--- src/rtl/rc10_result_buffer.sv ---
// rc10_result_buffer
// Result stage behind the 10-bit ripple-carry adder. Each {cout, sum} result
// is captured into a small first-word-fall-through FIFO with valid/ready
// handshakes on both sides. Every accepted result is also added into a
// running accumulator, and a sticky flag records any wrap of that accumulator.
// The handshake flags and the head data are registered, so the consumer sees
// clean clocked outputs. There is no combinational path from in_valid to
// in_ready, or from out_ready to out_valid/out_data.

module rc10_result_buffer #(
  parameter int DEPTH = 4,
  parameter int ACC_W = 16
) (
  input  logic                       clk,
  input  logic                       rst_n,
  input  logic                       in_valid,
  output logic                       in_ready,
  input  logic [9:0]                 in_sum,
  input  logic                       in_cout,
  output logic                       out_valid,
  input  logic                       out_ready,
  output logic [10:0]                out_data,
  output logic [$clog2(DEPTH):0]     count,
  input  logic                       clear,
  output logic [ACC_W-1:0]           acc,
  output logic                       acc_ovf
);

  // Pointer and occupancy widths. Occupancy needs one extra bit so that a
  // full buffer (count == DEPTH) can be told apart from an empty one.
  localparam int AW = $clog2(DEPTH);
  localparam int CW = AW + 1;

  localparam logic [CW-1:0] FULL_C  = CW'(DEPTH);
  localparam logic [CW-1:0] EMPTY_C = {CW{1'b0}};
  localparam logic [CW-1:0] ONE_C   = {{(CW-1){1'b0}}, 1'b1};
  localparam logic [AW-1:0] PSTEP_C = {{(AW-1){1'b0}}, 1'b1};

  // Zero-extends an 11-bit {cout, sum} entry to the accumulator width.
  function automatic logic [ACC_W-1:0] zext_entry(input logic [10:0] e);
    return ACC_W'(e);
  endfunction

  // Storage and registered state.
  logic [10:0]      mem_r [DEPTH];
  logic [AW-1:0]    wr_ptr_r;
  logic [AW-1:0]    rd_ptr_r;
  logic [CW-1:0]    count_r;
  logic             in_ready_r;
  logic             out_valid_r;
  logic [10:0]      out_data_r;
  logic [ACC_W-1:0] acc_r;
  logic             acc_ovf_r;

  // Next-state and decode signals.
  logic             push_s;
  logic             pop_s;
  logic [10:0]      entry_s;
  logic [AW-1:0]    wr_ptr_nxt_s;
  logic [AW-1:0]    rd_ptr_nxt_s;
  logic [CW-1:0]    count_nxt_s;
  logic             in_ready_nxt_s;
  logic             out_valid_nxt_s;
  logic [10:0]      out_data_nxt_s;
  logic [ACC_W:0]   acc_sum_s;
  logic [ACC_W-1:0] acc_nxt_s;
  logic             acc_ovf_nxt_s;

  // Handshake qualification. Both sides use only registered flags, so a full
  // buffer refuses a push even when a pop happens in the same cycle.
  always_comb begin
    entry_s = {in_cout, in_sum};
    push_s  = in_valid & in_ready_r;
    pop_s   = out_valid_r & out_ready;
  end

  // Pointer and occupancy update. Pointers wrap naturally at DEPTH.
  always_comb begin
    wr_ptr_nxt_s = wr_ptr_r;
    rd_ptr_nxt_s = rd_ptr_r;
    count_nxt_s  = count_r;
    if (push_s) begin
      wr_ptr_nxt_s = wr_ptr_r + PSTEP_C;
    end else begin
      wr_ptr_nxt_s = wr_ptr_r;
    end
    if (pop_s) begin
      rd_ptr_nxt_s = rd_ptr_r + PSTEP_C;
    end else begin
      rd_ptr_nxt_s = rd_ptr_r;
    end
    case ({push_s, pop_s})
      2'b10:   count_nxt_s = count_r + ONE_C;
      2'b01:   count_nxt_s = count_r - ONE_C;
      2'b11:   count_nxt_s = count_r;
      2'b00:   count_nxt_s = count_r;
      default: count_nxt_s = count_r;
    endcase
  end

  // Next head entry for the registered out_data. When the slot that becomes
  // the head is being written on this very edge (empty buffer, or a buffer of
  // one being pushed and popped together), the incoming entry is forwarded
  // because the storage write has not landed yet. An empty buffer shows zero.
  always_comb begin
    in_ready_nxt_s  = (count_nxt_s != FULL_C);
    out_valid_nxt_s = (count_nxt_s != EMPTY_C);
    out_data_nxt_s  = 11'h000;
    if (count_nxt_s == EMPTY_C) begin
      out_data_nxt_s = 11'h000;
    end else if (push_s && (wr_ptr_r == rd_ptr_nxt_s)) begin
      out_data_nxt_s = entry_s;
    end else begin
      out_data_nxt_s = mem_r[rd_ptr_nxt_s];
    end
  end

  // Accumulator next state: clear has priority, and a clear that coincides
  // with a push restarts the sum from that push's value.
  always_comb begin
    acc_sum_s     = {1'b0, acc_r} + {1'b0, zext_entry(entry_s)};
    acc_nxt_s     = acc_r;
    acc_ovf_nxt_s = acc_ovf_r;
    case ({clear, push_s})
      2'b11: begin
        acc_nxt_s     = zext_entry(entry_s);
        acc_ovf_nxt_s = 1'b0;
      end
      2'b10: begin
        acc_nxt_s     = {ACC_W{1'b0}};
        acc_ovf_nxt_s = 1'b0;
      end
      2'b01: begin
        acc_nxt_s     = acc_sum_s[ACC_W-1:0];
        acc_ovf_nxt_s = acc_ovf_r | acc_sum_s[ACC_W];
      end
      2'b00: begin
        acc_nxt_s     = acc_r;
        acc_ovf_nxt_s = acc_ovf_r;
      end
      default: begin
        acc_nxt_s     = acc_r;
        acc_ovf_nxt_s = acc_ovf_r;
      end
    endcase
  end

  // Storage write. The contents are never reset; occupancy masks stale data.
  // No write is made in a reset cycle.
  always_ff @(posedge clk) begin
    if (rst_n && push_s) begin
      mem_r[wr_ptr_r] <= entry_s;
    end
  end

  // FIFO control state and registered handshake and head outputs.
  always_ff @(posedge clk) begin
    if (!rst_n) begin
      wr_ptr_r    <= {AW{1'b0}};
      rd_ptr_r    <= {AW{1'b0}};
      count_r     <= EMPTY_C;
      in_ready_r  <= 1'b1;
      out_valid_r <= 1'b0;
      out_data_r  <= 11'h000;
    end else begin
      wr_ptr_r    <= wr_ptr_nxt_s;
      rd_ptr_r    <= rd_ptr_nxt_s;
      count_r     <= count_nxt_s;
      in_ready_r  <= in_ready_nxt_s;
      out_valid_r <= out_valid_nxt_s;
      out_data_r  <= out_data_nxt_s;
    end
  end

  // Running accumulation of accepted results with a sticky wrap flag.
  always_ff @(posedge clk) begin
    if (!rst_n) begin
      acc_r     <= {ACC_W{1'b0}};
      acc_ovf_r <= 1'b0;
    end else begin
      acc_r     <= acc_nxt_s;
      acc_ovf_r <= acc_ovf_nxt_s;
    end
  end

  assign in_ready  = in_ready_r;
  assign out_valid = out_valid_r;
  assign out_data  = out_data_r;
  assign count     = count_r;
  assign acc       = acc_r;
  assign acc_ovf   = acc_ovf_r;

endmodule

--- config.mk ---
export PLATFORM = sky130hd
export DESIGN_NAME = rc10_result_buffer
export DESIGN_NICKNAME = d
export VERILOG_FILES = /design/src/rtl/rc10_result_buffer.sv
export SDC_FILE = /design/constraint.sdc
export NUM_CORES = 1
export LEC_CHECK = 0
export BUFFER_PORTS_ARGS = -buffer_cell sky130_fd_sc_hd__buf_4
export CORE_MARGIN = 2
export CORE_UTILIZATION = 46
export DETAILED_ROUTE_END_ITERATION = 8
export MAX_ROUTING_LAYER = met4
export PLACE_DENSITY = 0.78
export SLEW_MARGIN = 25
export SYNTH_ARGS = -nofsm -noshare
export SYNTH_HDL_FRONTEND = slang
export SYNTH_SLANG_ARGS = --single-unit
--- constraint.sdc ---
create_clock -name clk -period 5.22 [get_ports clk]
set_clock_uncertainty 0.05 [all_clocks]
set_input_delay 1.044 -clock clk [delete_from_list [all_inputs] [get_ports clk]]
set_output_delay 1.044 -clock clk [all_outputs]
set_load 0.05 [all_outputs]
==> After elaboration in Yosys (flattened, before gate mapping) <==
Memory sizes are Yosys's and may differ from the RTL's. A register that Yosys moved wholly into a read port is not among the register bits.
Cells that the tools add are included.
{ "totals": {"ff_bits": 26, "latch_bits": 0, "mem_bits_rw": 44, "rom_bits": 0, "in_bits": 16, "word_cells": 38, "memories": 1} }
{ "classes": {"n_addsub": 5, "mul": 0, "div_mod_pow": 0, "order_cmp": 0, "n_eq_ne": 7, "n_shift": 0, "n_mux": 6, "bitwise_logic": 4, "reduce_logical": 8} }
{ "mem_list": {"columns": ["memory", "depth", "width", "read_ports", "rd_clocked_by_memory_dff", "write_ports", "line", "text"], "rows": [
  ["mem_r", 4, 11, 1, 1, 1, "45", "logic [10:0] mem_r [DEPTH];"]
]} }
{ "ops": {"columns": ["op", "n"], "rows": [
  ["16-bit case mux with 3 select lines", 1],
  ["16-bit by 11-bit adder with 17-bit output", 1],
  ["3-bit case mux with 3 select lines", 1],
  ["2-bit == test, second input constant", 4],
  ["2-bit OR reduction", 3],
  ["2-bit by 1-bit adder with 2-bit output, second input constant", 2],
  ["2-bit by 1-bit == test with 1-bit output, second input constant", 2],
  ["2-bit logical NOT", 2],
  ["3-bit by 1-bit adder with 3-bit output, second input constant", 1],
  ["3-bit logical NOT", 1],
  ["3-bit != test, second input constant", 1],
  ["3-bit nonzero test", 1],
  ["3-bit by 1-bit subtractor with 3-bit output, second input constant", 1],
  ["1-bit bitwise AND", 2],
  ["1-bit two-way mux", 2],
  ["2-bit two-way mux", 1],
  ["1-bit case mux with 2 select lines", 1],
  ["1-bit logical AND", 1],
  ["1-bit inverter", 1],
  ["1-bit bitwise OR", 1]
]} }

==> Logic depth before layout (Yosys ltp) <==
{ "logic_depth": {"ltp_word": 6, "mapped_depth": 10, "ltp_nobuf": 9} }

==> Worst setup path before layout <==
Ideal clock, no wire load.
{ "synth_timing": {"kind": "input port to flip-flop", "from": "input in_valid", "to": "register out_data_r[0], in the netlist out_data[0], read port of mem_r", "t_arrival_ns": 2.824, "setup_slack_ns": 2.281, "cell_stages": 10, "cell_sequence": "nand2_1 -> ha_1 -> inv_1 -> fa_1 -> xor2_1 -> or3_1 -> a21oi_1 -> a21oi_1 -> clkbuf_1 -> nor2_1"} }
{ "synth_between": {"elab_chain_cells": 6, "word_cells_on_any_way": 9, "classes_between": "3 x eq/ne; 1 x mux; 1 x bitwise; 4 x reduce/logical"} }
{ "synth_lines": {"columns": ["item", "line", "text"], "rows": [
  ["start, declared", "16", "input logic in_valid,"],
  ["1-bit bitwise AND *", "73", "push_s = in_valid & in_ready_r;"],
  ["2-bit == test / 2-bit logical NOT (equally long branches)", "92", "case ({push_s, pop_s})"],
  ["2-bit OR reduction (no line)", null, null],
  ["3-bit case mux with 3 select lines *", "92", null],
  ["3-bit logical NOT *", "109", "if (count_nxt_s == EMPTY_C) begin"],
  ["2-bit OR reduction (no line) *", null, null],
  ["end, declared", "51", "logic [10:0] out_data_r;"]
]} }
Mark *: on every way between the ends. The rest lies on a longest branch, timed or not.
A chain may end at the register's enable or synchronous reset.

==> Worst setup path after layout <==
{ "layout_timing": {"from": "input in_valid", "to": "register out_data_r[10], in the netlist out_data[10], read port of mem_r"} }
Same word-level chain as after synthesis.

==> metrics <==
htree depth 3; Post-CTS Setup Bufs 0; Tot GR Track Use 18.9%; Final TNS setup 0 ns; post-synthesis cell type count 51; clock buffer depth 2; Placer Congestion 0.828; VDD IR max 0.169 mV; Total Wirelength 8010 um; largest net degree at the start of global routing 17; Seq pwr share 39.3%; Mean Syn Cell Area 12.1 um^2; CTS buffer count 9; Post-synth EDFFs 44; max-capacitance violation count 0; endpoints failing hold 0; P_int 0.00128 W; clock root buffer clkbuf_8; share of cells above drive strength 1 23.3%; Sink Count 81; number of global-route vias before repair 2,582; ys async rst share 0%; Cell Area, Synth 3820 um^2; final core occ 55.1%; # setup viols final 0; CTS Hold Bufs 0; Yosys top cell area share 34.6%; Initial Util 47.0%; Yosys Warn Count 0; DRT antenna net count 0; top-count cell post-synth edfxtp_1; antenna violations before repair 0; footprint of the multi-input gates 1660 um^2; Main synth FF type edfxtp_1; Die H 95.2 um; Crit Path Category input port to register; Synth area leaders edfxtp_1 (35%), dfxtp_1 (19%), mux4_2 (6.5%), ha_1 (5.9%), mux2i_1 (3.7%); list of most frequent post-synthesis cells edfxtp_1 (44), dfxtp_1 (37), nor2_1 (28), a21oi_1 (22), ha_1 (18); violation count after the first detailed-route iteration 151; Yosys top cell by area edfxtp_1; diode count 0; Worst EP arrival 3.28 ns; Routed WL per cell 16.8 um; Max FO, Critical Path 12; fmax 319 MHz; Setup crit start kind input port; fillers 681; Clk pwr share 22.7%; Die ar. 9050 um^2; FF+latch area 2060 um^2; vias per cell 5.50; Syn Inst Count 316; synth-to-layout area growth 17.3%; Core Area 8130 um^2; switching part of the total 37.1%; syn_nets 352; worst slack, placed 1.70 ns; placed cells 462; num rows 33; Switch Pwr 0.000752 W; Vias 2,631; fin crit period 3.14 ns; worst-margin pin slew 0.964 ns; nets@finish 404; dpl hpwl 5730 um; max-slew violations 0; PD cells 452 nW/um^2; Overflow after GRT 0; TritonCTS clock tree yes; Pleak 1.81 nW; drt first pass iters 4; Min-Delay Path Class register to register; clock slew at reported path FFs 0.08 ns; PostCTS Resize Cnt 0; setup slack after layout 2.08 ns; Slew headroom 35.7%; residual DRC count 0; port buffer count 48; Critical Path RT 5.36 ns; global-route wire length before repair 12,700 um; Die Span X 95.2 um; Post-Layout Cell Count 478; post-synthesis sequential area ratio 53.9%; clock latency on the worst-skew pair 0.34 ns; unrepaired setup endpoints after global routing false; FF+latch count, synth 81; Final Cycle Share 60.1%; status complete, no violations; Gate power share 37.9%; critical path capture point type register; IO Count 49
layout by cell type, fill, tap and decap left out, types with 2 or more instances in the layout:
master	count
clkinv_1	3
nor2_1	28
o211ai_1	2
dfxtp_1	37
nand2_1	10
nor3_1	5
inv_1	12
nand4_1	2
nand3_1	8
clkinvlp_4	2
o211a_1	2
clkbuf_8	10
a221oi_1	4
o31ai_1	2
a21oi_1	22
a21oi_2	2
and2_1	8
mux4_2	11
buf_4	50
a211oi_1	2
a21o_1	4
o21a_1	6
a31oi_1	4
nand2b_1	4
mux2i_1	14
a211o_1	2
xor2_1	4
nor2b_1	5
xnor2_1	5
edfxtp_1	44
or3_1	2
fa_1	2
ha_1	18
o21ai_0	17
final timing paths:
path,start,endpoint,slack [ns],depth (start not counted)
max reg2reg,out_valid,out_data[10],2.52,9
min,acc[11],acc[11],0.44,2
min reg2reg,acc[11],acc[11],0.44,2
max,in_valid,out_data[10],2.08,10
flip-flops by register name (all words and copies together), names as in the netlist:
signal and cells:
rd_ptr_r 2, acc_ovf 1, acc 16, wr_ptr_r 2, out_data 11, in_ready 1, count 3, mem_r 44
out_valid 1
worst max-delay path, cell delays in order:
cell and delay (ns):
buf_4 0.11, nand2_1 0.17, ha_1 0.22, inv_1 0.06
fa_1 0.37, xor2_1 0.16, o21ai_0 0.15, a21oi_1 0.12
a21oi_1 0.76, nor2_1 0.14
cells by family (layout without fill, tap and decap cells):
kind of cell               count (synthesis)  in the layout  share of synthesized area [%]
muxes                                     25             25                           10.1
DFF                                       81             81                           53.9
AOI/OAI and AO/OA                         77             77                           13.3
adders and majority gates                 20             20                           6.94
and+or+nand+nor                           80             80                           10.5
buffers and inverters                     23             80                           2.68
xor gates and xnor gates                  10             10                           2.49
final cells by class:
| type | count | share of cell area, % |
|---|---|---|
| Sequential cell | 81 | 46.0 |
| Multi-Input combinational cell | 212 | 37.0 |
| Timing Repair Buffer | 50 | 8.37 |
| Clock buffer | 10 | 3.07 |
| Tap cell | 105 | 2.93 |
| Clock inverter | 6 | 1.48 |
| Inverter | 14 | 1.17 |
stage by stage:
| stage | instance area [um^2] | total power (W) | hold slack (ns) |
|---|---|---|---|
| floorplan | 3820 | 0.00139 | 0.419 |
| global placement | 4280 | 0.00156 | 0.423 |
| CTS | 4480 | 0.00205 | 0.448 |
| detailed placement | 4280 | 0.00159 | 0.429 |
| global route | 4480 | 0.00214 | 0.483 |
| finish | 4480 | 0.00203 | 0.442 |
layer usage:
metal / vias up / global-route usage [%] / routed length, um
li1: 1283 / - / -
met1: 1273 / 24.1 / 3520
met2: 70 / 30.8 / 4040
met3: 5 / 4.27 / 395
met4: 0 / 4.47 / 49
met5: - / - / 0
power by group through the flow:
stage	sequential, W	combinational (W)	clock, W
4_1_cts	0.000799	0.000775	0.000471
3_3_place_gp	0.000807	0.000758	0
2_1_floorplan	0.00103	0.000364	0
5_1_grt	0.000807	0.000833	0.000497
3_5_place_dp	0.000813	0.000773	0
6_report	0.000798	0.000769	0.000461
No activity file was read; power rests on OpenSTA's default activity.
